===== config.mk =====
export PLATFORM = sky130hd
export DESIGN_NAME = uart_frame_decoder_flat
export DESIGN_NICKNAME = d
export VERILOG_FILES = /design/src/rtl/uart_frame_pkg.sv /design/src/rtl/uart_frame_if.sv /design/src/rtl/uart_frame_buffer.sv /design/src/rtl/uart_frame_decoder.sv /design/src/flat_wrapper.sv
export SDC_FILE = /design/constraint.sdc
export NUM_CORES = 1
export LEC_CHECK = 0
export CELL_PAD_IN_SITES_DETAIL_PLACEMENT = 2
export CELL_PAD_IN_SITES_GLOBAL_PLACEMENT = 2
export CORE_AREA = 8 8 119 143
export CTS_CLUSTER_DIAMETER = 150
export DETAILED_ROUTE_END_ITERATION = 8
export DIE_AREA = 0 0 127 151
export PLACE_DENSITY_LB_ADDON = 0.1
export SYNTH_ARGS = -nofsm -noshare
export SYNTH_HDL_FRONTEND = slang
export SYNTH_HIERARCHICAL = 1
export SYNTH_SLANG_ARGS = --single-unit

===== constraint.sdc =====
create_clock -name clock -period 5.5 [get_ports clock]
set_clock_uncertainty 0.2 [all_clocks]
set_input_delay 0.825 -clock clock [delete_from_list [all_inputs] [get_ports clock]]
set_output_delay 0.825 -clock clock [all_outputs]
set_load 0.05 [all_outputs]

===== src/rtl/uart_frame_pkg.sv =====
// rtl/uart_frame_pkg.sv - shared types and constants for the UART frame decoder
//
// Purpose : decoder state encoding, error code encoding, default SYNC marker.
// Ports   : none (package).
package uart_frame_pkg;

   localparam logic [7:0] DEFAULT_SYNC_BYTE = 8'hA5;

   typedef enum logic [2:0] {
      HUNT,
      LEN,
      PAYLOAD,
      CSUM,
      EMIT
   } state_e;

   typedef enum logic [1:0] {
      ERR_NONE    = 2'd0,
      ERR_LEN     = 2'd1,
      ERR_CSUM    = 2'd2,
      ERR_TIMEOUT = 2'd3
   } err_code_e;

endpackage


===== src/rtl/uart_frame_if.sv =====
// rtl/uart_frame_if.sv - byte-in / payload-out handshake bundle of the frame decoder
//
// Purpose : groups the input byte stream, output payload stream and status pulses.
// Ports   : in_valid/in_ready/in_data    byte stream from the UART receiver
//           out_valid/out_ready/out_data/out_last  payload stream to downstream
//           frame_ok, frame_error, error_code      per-frame status pulses
// Modports: master - environment side (drives input stream and out_ready)
//           slave  - decoder side
interface uart_frame_if;

   logic       in_valid;
   logic       in_ready;
   logic [7:0] in_data;
   logic       out_valid;
   logic       out_ready;
   logic [7:0] out_data;
   logic       out_last;
   logic       frame_ok;
   logic       frame_error;
   logic [1:0] error_code;

   modport master (
      output in_valid, in_data, out_ready,
      input  in_ready, out_valid, out_data, out_last, frame_ok, frame_error, error_code
   );

   modport slave (
      input  in_valid, in_data, out_ready,
      output in_ready, out_valid, out_data, out_last, frame_ok, frame_error, error_code
   );

endinterface


===== src/rtl/uart_frame_buffer.sv =====
// rtl/uart_frame_buffer.sv - payload store with write and read pointers
//
// Purpose : MAX_PAYLOAD x 8 register array filled in order during PAYLOAD and
//           replayed in order during EMIT.
// Ports   : clock, reset_n (sync, active-low)
//           clear          return both pointers to 0 (frame done or aborted)
//           wr_en/wr_data  store byte at wr_ptr, advance wr_ptr
//           rd_adv         advance rd_ptr
//           rd_data        byte at rd_ptr
//           wr_ptr, rd_ptr current pointers
module uart_frame_buffer #(
   parameter  int MAX_PAYLOAD = 16,
   localparam int PW          = $clog2(MAX_PAYLOAD + 1)
) (
   input  logic          clock,
   input  logic          reset_n,
   input  logic          clear,
   input  logic          wr_en,
   input  logic [7:0]    wr_data,
   input  logic          rd_adv,
   output logic [7:0]    rd_data,
   output logic [PW-1:0] wr_ptr,
   output logic [PW-1:0] rd_ptr
);

   // Pointers count up to MAX_PAYLOAD, the array only needs the low bits to address.
   localparam int AW = (MAX_PAYLOAD > 1) ? $clog2(MAX_PAYLOAD) : 1;

   logic [7:0] mem [MAX_PAYLOAD];

   always_ff @(posedge clock) begin
      if (wr_en) begin
         mem[wr_ptr[AW-1:0]] <= wr_data;
      end
   end

   always_ff @(posedge clock) begin
      if (!reset_n || clear) begin
         wr_ptr <= '0;
         rd_ptr <= '0;
      end else begin
         if (wr_en) begin
            wr_ptr <= wr_ptr + PW'(1);
         end
         if (rd_adv) begin
            rd_ptr <= rd_ptr + PW'(1);
         end
      end
   end

   assign rd_data = mem[rd_ptr[AW-1:0]];

endmodule


===== src/rtl/uart_frame_decoder.sv =====
// rtl/uart_frame_decoder.sv - SYNC/LEN/payload/CSUM frame decoder behind a UART receiver
//
// Purpose : hunts for SYNC_BYTE, reads LEN, buffers LEN payload bytes, checks that
//           LEN + payload + CSUM sums to 0 mod 256. Good frames are replayed on the
//           output stream with out_last on the final byte; bad frames raise a
//           one-cycle frame_error with error_code (1 bad LEN, 2 bad CSUM, 3 timeout).
// Ports   : clock, reset_n (sync, active-low)
//           bus (uart_frame_if.slave): input byte stream, output payload stream,
//           frame_ok / frame_error / error_code status pulses.
// Config  : UART_FRAME_TIMEOUT_EN enables the inter-byte idle timeout (TIMEOUT_CYCLES).
module uart_frame_decoder
   import uart_frame_pkg::*;
#(
   parameter int         MAX_PAYLOAD    = 16,
   parameter logic [7:0] SYNC_BYTE      = DEFAULT_SYNC_BYTE,
   parameter int         TIMEOUT_CYCLES = 1000
) (
   input logic        clock,
   input logic        reset_n,
   uart_frame_if.slave bus
);

   localparam int         PW    = $clog2(MAX_PAYLOAD + 1);
   localparam logic [7:0] MAX_B = 8'(MAX_PAYLOAD);

   if (MAX_PAYLOAD < 1 || MAX_PAYLOAD > 255 || TIMEOUT_CYCLES < 1) begin : g_bad_param
      $error("uart_frame_decoder: MAX_PAYLOAD must be 1..255 and TIMEOUT_CYCLES >= 1");
   end

   state_e    state;
   logic [PW-1:0] len_q;
   logic [7:0]    sum_q;
   logic          frame_ok_q;
   logic          frame_error_q;
   err_code_e     error_code_q;

   logic          xfer_in;
   logic          out_xfer;
   logic          is_last;
   logic [PW-1:0] last_idx;
   logic [7:0]    csum_total;
   logic          timeout_hit;
   logic          buf_clear;
   logic          buf_wr;
   logic          buf_rd;
   logic [7:0]    buf_rd_data;
   logic [PW-1:0] wr_ptr;
   logic [PW-1:0] rd_ptr;

   assign bus.in_ready    = (state != EMIT);
   assign bus.out_valid   = (state == EMIT);
   assign bus.out_data    = buf_rd_data;
   assign bus.out_last    = (state == EMIT) && is_last;
   assign bus.frame_ok    = frame_ok_q;
   assign bus.frame_error = frame_error_q;
   assign bus.error_code  = error_code_q;

   assign xfer_in    = bus.in_valid && (state != EMIT);
   assign out_xfer   = (state == EMIT) && bus.out_ready;
   assign last_idx   = len_q - PW'(1);
   assign is_last    = (rd_ptr == last_idx);
   assign csum_total = sum_q + bus.in_data;

   assign buf_wr    = (state == PAYLOAD) && xfer_in;
   assign buf_rd    = out_xfer && !is_last;
   // Any return to HUNT after bytes may have been stored rewinds both pointers.
   assign buf_clear = (out_xfer && is_last)
                    || ((state == CSUM) && xfer_in && (csum_total != 8'd0))
                    || timeout_hit;

`ifdef UART_FRAME_TIMEOUT_EN
   localparam int IW = $clog2(TIMEOUT_CYCLES + 1);

   logic [IW-1:0] idle_cnt;

   // Fires on the TIMEOUT_CYCLES-th consecutive idle cycle inside a frame.
   assign timeout_hit = ((state == LEN) || (state == PAYLOAD) || (state == CSUM))
                      && !xfer_in
                      && (idle_cnt == IW'(TIMEOUT_CYCLES - 1));

   always_ff @(posedge clock) begin
      if (!reset_n) begin
         idle_cnt <= '0;
      end else if ((state == HUNT) || (state == EMIT) || xfer_in || timeout_hit) begin
         idle_cnt <= '0;
      end else begin
         idle_cnt <= idle_cnt + IW'(1);
      end
   end
`else
   assign timeout_hit = 1'b0;
`endif

   always_ff @(posedge clock) begin
      if (!reset_n) begin
         state         <= HUNT;
         len_q         <= '0;
         sum_q         <= '0;
         frame_ok_q    <= 1'b0;
         frame_error_q <= 1'b0;
         error_code_q  <= ERR_NONE;
      end else begin
         frame_ok_q    <= 1'b0;
         frame_error_q <= 1'b0;
         error_code_q  <= ERR_NONE;
         case (state)
            HUNT: begin
               if (xfer_in && (bus.in_data == SYNC_BYTE)) begin
                  state <= LEN;
               end
            end
            LEN: begin
               if (xfer_in) begin
                  if ((bus.in_data == 8'd0) || (bus.in_data > MAX_B)) begin
                     frame_error_q <= 1'b1;
                     error_code_q  <= ERR_LEN;
                     state         <= HUNT;
                  end else begin
                     len_q <= bus.in_data[PW-1:0];
                     sum_q <= bus.in_data;
                     state <= PAYLOAD;
                  end
               end
            end
            PAYLOAD: begin
               if (xfer_in) begin
                  sum_q <= sum_q + bus.in_data;
                  // wr_ptr still holds the index being written this cycle.
                  if (wr_ptr == last_idx) begin
                     state <= CSUM;
                  end
               end
            end
            CSUM: begin
               if (xfer_in) begin
                  if (csum_total == 8'd0) begin
                     frame_ok_q <= 1'b1;
                     state      <= EMIT;
                  end else begin
                     frame_error_q <= 1'b1;
                     error_code_q  <= ERR_CSUM;
                     state         <= HUNT;
                  end
               end
            end
            EMIT: begin
               if (out_xfer && is_last) begin
                  state <= HUNT;
               end
            end
            default: state <= HUNT;
         endcase
         // Only reachable on a cycle without an input transfer, so it never
         // collides with the per-state pulses above.
         if (timeout_hit) begin
            frame_error_q <= 1'b1;
            error_code_q  <= ERR_TIMEOUT;
            state         <= HUNT;
         end
      end
   end

   uart_frame_buffer #(
      .MAX_PAYLOAD (MAX_PAYLOAD)
   ) u_buffer (
      .clock   (clock),
      .reset_n (reset_n),
      .clear   (buf_clear),
      .wr_en   (buf_wr),
      .wr_data (bus.in_data),
      .rd_adv  (buf_rd),
      .rd_data (buf_rd_data),
      .wr_ptr  (wr_ptr),
      .rd_ptr  (rd_ptr)
   );

endmodule


===== src/flat_wrapper.sv =====
// flat-port wrapper written by rule: the top's interface ports become plain ports
module uart_frame_decoder_flat import uart_frame_pkg::*;
#(
   parameter int         MAX_PAYLOAD    = 16,
   parameter logic [7:0] SYNC_BYTE      = DEFAULT_SYNC_BYTE,
   parameter int         TIMEOUT_CYCLES = 1000
)
  (clock, reset_n, bus_in_valid, bus_in_data, bus_out_ready, bus_in_ready, bus_out_valid, bus_out_data, bus_out_last, bus_frame_ok, bus_frame_error, bus_error_code);
  uart_frame_if bus_i ();
  input logic clock;
  input logic reset_n;
  input wire logic [$bits(bus_i.in_valid)-1:0] bus_in_valid;
  input wire logic [$bits(bus_i.in_data)-1:0] bus_in_data;
  input wire logic [$bits(bus_i.out_ready)-1:0] bus_out_ready;
  output wire logic [$bits(bus_i.in_ready)-1:0] bus_in_ready;
  output wire logic [$bits(bus_i.out_valid)-1:0] bus_out_valid;
  output wire logic [$bits(bus_i.out_data)-1:0] bus_out_data;
  output wire logic [$bits(bus_i.out_last)-1:0] bus_out_last;
  output wire logic [$bits(bus_i.frame_ok)-1:0] bus_frame_ok;
  output wire logic [$bits(bus_i.frame_error)-1:0] bus_frame_error;
  output wire logic [$bits(bus_i.error_code)-1:0] bus_error_code;
  assign bus_i.in_valid = bus_in_valid;
  assign bus_i.in_data = bus_in_data;
  assign bus_i.out_ready = bus_out_ready;
  assign bus_in_ready = bus_i.in_ready;
  assign bus_out_valid = bus_i.out_valid;
  assign bus_out_data = bus_i.out_data;
  assign bus_out_last = bus_i.out_last;
  assign bus_frame_ok = bus_i.frame_ok;
  assign bus_frame_error = bus_i.frame_error;
  assign bus_error_code = bus_i.error_code;
  uart_frame_decoder #(.MAX_PAYLOAD(MAX_PAYLOAD), .SYNC_BYTE(SYNC_BYTE), .TIMEOUT_CYCLES(TIMEOUT_CYCLES)) u_core (.clock(clock), .reset_n(reset_n), .bus(bus_i));
endmodule

==> run metrics, run 1 <==
CP endpoint kind output port; max-cap check violation count 0; H-tree depth 4; Synth Flop Type edfxtp_1; crit path launch type flop; WL/cell around 27 um; yosys warns 6; PwrDens between 300 and 400 mW/mm^2; top post-synthesis cells by area edfxtp_1, dfxtp_1, mux4_2; via count 3,937; Pleak 2.783 nW; post-synthesis cell area 0.007056 mm^2; Final Core Density 0.5502; synth unique cells 55; CTS tree built; Post-DP HPWL approximately 12,000 um; final slew viol count 0; Via-to-Cell Ratio 5.850; Data required, critical path 4.47 ns; share of the synthesized area in the top cell type 0.5448; Worst VDD drop 0.2224 mV; top-count cell post-synth edfxtp_1; critical path arrival 3.24 ns; CTS root buffer clkbuf_16; dpl ws 1.102 ns; # port buffers 26; WL final 18,270 um; fmax roughly 0.23 GHz; synthesized flop and latch total 162; first-pass GRT wire length 27,850 um; fin area 0.008095 mm^2; global route overflow 0; Slew @ Worst Pin between 0.9 and 1 ns; vias in the first global route 4,526; share of layout cells above drive strength 1 0.1434; Post-Syn Instances 444; DRC viols 0; fraction of registers with async set/reset 0; Initial DRC Count 221; core area 0.01471 mm^2; Tot GR Track Use 0.2017; cts repair resizes 0; Clock Latency Late Sink 0.42 ns; setup bufs post-CTS 0; final setup vio count 0; Hold Buf Count CTS 0; register area share after synthesis 0.6412; Area Growth Syn to Fin 14.74%; RSZ-0062 raised after global routing no; kind of critical path reg2out; Overall Power between 0.002 and 0.003 W; Die ar. 0.01918 mm^2; Final WS setup between 1 and 1.5 ns; setup TNS 0 ns; die width 127 um; post-layout net count 509; Placed Area 0.007492 mm^2; CTS sink cnt 162; final hold violations 0; final worst path period need 4.266 ns; Yosys top cell by area edfxtp_1; antenna violations before repair 0; DRT antenna net count 0; die height 151 um; GPL Wtd Cong 0.7704; pin count of the biggest net entering global routing 33; Initial Utilization 0.4795; Rel. slew slack 0.3836; Ports 27; Syn Area/Cell 15.89 um^2; outcome completed; FP Rows 49; diode count 0; Synth Net Count 471; cts bufs inserted 17; EDFF count, synth about 130; Tightest Hold Check Type reg2reg; first-pass iteration count of the detailed router 4; Tcrit/Tclk final 0.7756; deepest clock path buffer count 2; most frequent cells after synthesis edfxtp_1, dfxtp_1, nor2_1, nand2_1, mux4_2; CTS clock-pin slew for the worst setup and hold paths 0.07 ns; critical path peak fanout 14
==> layout make-up <==
type	instances	area, um^2
Clock buffer	20	500.5
Clock inverter	12	102.6
Fill cell	1325	6619
Inverter	14	52.55
Multi-Input combinational cell	251	2355
Sequential cell	162	4527
Tap cell	178	222.7
Timing Repair Buffer	36	335.3
==> metal layers <==
layer | vias to the layer above | global-route usage | routed length (um)
li1 | 1792 | - | -
met1 | 2068 | 0.2302 | 7424
met2 | 60 | 0.3735 | 10010
met3 | 17 | 0.04192 | 603
met4 | 0 | 0.05781 | 229
met5 | - | 0 | 0
==> layout by cell type, fill, tap and decap left out, types with 7 or more instances in the layout <==
cell,synthesis,routed
a21oi_1,9,9
a22oi_1,17,17
and2_1,17,17
buf_4,1,10
clkbuf_16,0,20
clkdlybuf4s50_1,0,26
dfxtp_1,34,32
edfxtp_1,128,128
ha_1,14,14
inv_1,14,14
inv_6,0,7
mux2i_1,9,9
mux4_1,14,14
mux4_2,18,18
nand2_1,23,23
nand3_1,10,10
nand4_1,7,7
nor2_1,26,26
nor2b_1,8,8
xnor2_1,12,12
xor2_1,14,14
==> path summary, 6_finish.rpt <==
check / from / end / slack (ns) / cells past startpoint
worst max register to register: u_core/sum_q[0] / flop / 2.24 / 11
worst max-delay path: flop / bus_out_data[3] / 1.23 / 5
worst min-delay path: u_core/sum_q[5] / u_core/sum_q[5] / 0.30 / 2
worst min register to register: u_core/sum_q[5] / u_core/sum_q[5] / 0.30 / 2
==> report_power, final <==
part | internal [W] | switching, W
logic | 0.0000184 | 0.0000391
registers | 0.00132 | 0.000000140
clock network | 0.000675 | 0.000509
==> sequential cells by signal (all words and copies together) (netlist names), named ones only <==
register                cells
u_core/sum_q                8
u_core/u_buffer/wr_ptr      5
u_core/u_buffer/rd_ptr      5
u_core/bus.error_code       2
u_core/state                3
u_core/bus.frame_error      1
u_core/len_q                5
u_core/bus.frame_ok         1
u_core/u_buffer/mem       128
==> logic make-up (layout without fill, tap and decap cells) <==
group	after synthesis	in the layout	share of synthesized area
AO/OA/AOI/OAI	47	47	0.04877
XOR/XNOR	28	28	0.03866
adder cells (fa/ha/maj)	15	15	0.02766
buffers and inverters	31	82	0.02500
flip-flops	162	162	0.6412
multiplexers	41	41	0.1224
AND/OR/NAND/NOR	120	120	0.09629
==> through the flow <==
step / instances / hold WS [ns]
2_1_floorplan: 444 / 0.2559
3_3_place_gp: 641 / 0.2727
3_5_place_dp: 641 / 0.2916
4_1_cts: 673 / 0.3034
5_1_grt: 673 / 0.3211
6_report: 673 / 0.3000
==> critical path, cell delays in order (launching register included) <==
cell,delay [ns]
dfxtp_2,0.67
buf_4,0.35
mux4_1,0.65
a22oi_1,0.34
nand2_1,0.10
clkdlybuf4s50_1,0.71
(Power assumes the default switching activity.)
==> run 2: changes to the inputs <==
CORE_AREA = 8 8 129 155   (was 8 8 119 143)
DIE_AREA = 0 0 137 163   (was 0 0 127 151)
clock period = 3.8 ns   (was 5.5 ns; I/O delays follow)
==> run 2 against run 1 <==
  * Critical path depth did not move
  * Flip-flop and latch count did not move
  * Critical path type unchanged
  * Cell area grew 2.0%
  * Highest routed layer unchanged
  * Clock power up 47%
  * Combinational power rose by 51%
  * Largest cell class unchanged
  * Global-route usage down 2.8 points
==> run metrics, run 2 (synthesis gave the netlist of run 1 again) <==
critical path peak fanout 32; Rel. slew slack 0.5086; pin count of the biggest net entering global routing 33; GPL Wtd Cong 0.7699; cts bufs inserted 17; most common cell after layout, fill and taps aside edfxtp_1; Worst VDD drop 0.3386 mV; Post-DP HPWL 12,490 um; kind of critical path reg2out; RSZ-0062 raised after global routing no; CTS tree built; antenna violations before repair 0; Pleak 2.833 nW; final hold violations 0; final worst path period need 3.620 ns; WL final roughly 18,000 um; CP endpoint kind output port; fmax ~0.28 GHz; fin area 0.008254 mm^2; post-layout net count 522; Tot GR Track Use 0.1734; vias in the first global route 4,570; Ports 27; max-cap check violation count 0; Worst R2R Start u_core/sum_q[0]; final slew viol count 0; Die ar. 0.02233 mm^2; Data required, critical path 3.03 ns; DRC viols 0; Placed Area between 0.007 and 0.008 mm^2; Clock Latency Late Sink 0.43 ns; Area Growth Syn to Fin 16.99%; final setup vio count 0; crit path launch type flop; H-tree depth 4; critical path arrival 2.85 ns; share of layout cells above drive strength 1 0.1558; max FFs per register about 130; die height 163 um; CTS root buffer clkbuf_16; Final Core Density 0.4751; DRT antenna net count 0; global route overflow 0; Slew @ Worst Pin between 0.7 and 0.8 ns; FP Rows 53; core area 0.01737 mm^2; Tightest Hold Check Type reg2reg; CTS sink cnt between 150 and 200; Overall Power between 0.003 and 0.004 W; Initial DRC Count 245; outcome completed; # port buffers 26; PwrDens approximately 450 mW/mm^2; Tcrit/Tclk final 0.9527; HP Start u_core/sum_q[5]; die width about 140 um; deepest clock path buffer count 2; WL/cell ~25 um; first-pass iteration count of the detailed router 4; via count 3,971; Via-to-Cell Ratio 5.462; most frequent cells in the layout edfxtp_1, dfxtp_1, nor2_1, clkdlybuf4s50_1, nand2_1; first-pass GRT wire length 27,880 um; diode count 0; CTS clock-pin slew for the worst setup and hold paths 0.07 ns; Initial Utilization 0.4061
## run 2: path summary, 6_finish.rpt
check	end	slack, ns	cells after the start
min	u_core/sum_q[5]	0.30	2
min reg2reg	u_core/sum_q[5]	0.30	2
max reg2reg	u_core/u_buffer/wr_ptr[1]	0.73	12
max	bus_out_data[4]	0.18	5
## run 2: timing repair
item                       4_1_cts  5_1_grt
setup endpoints to repair        1        0
setup buffers                    0        0
hold buffers                     0        0
gates resized for setup          1        0
## run 2: routing by layer
metal  global-route usage  part of all wire  vias to the layer above
li1                     -                 -                     1818
met1               0.1935              0.39                     2074
met2               0.3168              0.55                       60
met3              0.03920             0.037                       19
met4              0.05542             0.017                        0
met5                    0                 0                        -
## run 2: power breakdown
| part | total (W) | switching [W] | internal (W) |
|---|---|---|---|
| clock network | 0.00173 | 0.000703 | 0.00103 |
| registers | 0.00191 | 0.000000205 | 0.00191 |
| logic | 0.0000872 | 0.0000564 | 0.0000309 |
| total | 0.00372 | 0.000760 | 0.00296 |
## run 2: per-stage QoR
stage | setup TNS [ns] | hold slack (ns) | setup WS, ns | std cells
4_1_cts | 0 | 0.3056 | 0.1241 | 727
6_report | 0 | 0.3031 | 0.1797 | 727
3_5_place_dp | -1.830 | 0.2964 | -0.2208 | 696
3_3_place_gp | -0.8654 | 0.2785 | -0.1285 | 696
2_1_floorplan | 0 | 0.2559 | 0.3602 | 444
5_1_grt | 0 | 0.3263 | 0.001924 | 727
## run 2: cell type report
cell class                 count  area, um^2
inverter                      14       52.55
tap                          220       275.3
sequential                   162        4526
clock buffer                  17       425.4
fill                        1649        9120
clock inverter                14       163.9
multi-input combinational    251        2355
timing repair buffer          49       456.7
## run 2: critical path: stages, from the launching register on
cell and delay, ns:
dfxtp_2 0.34, buf_12 0.25, mux4_1 0.60, a22oi_1 0.38
nand2_1 0.10, clkdlybuf4s50_1 0.73
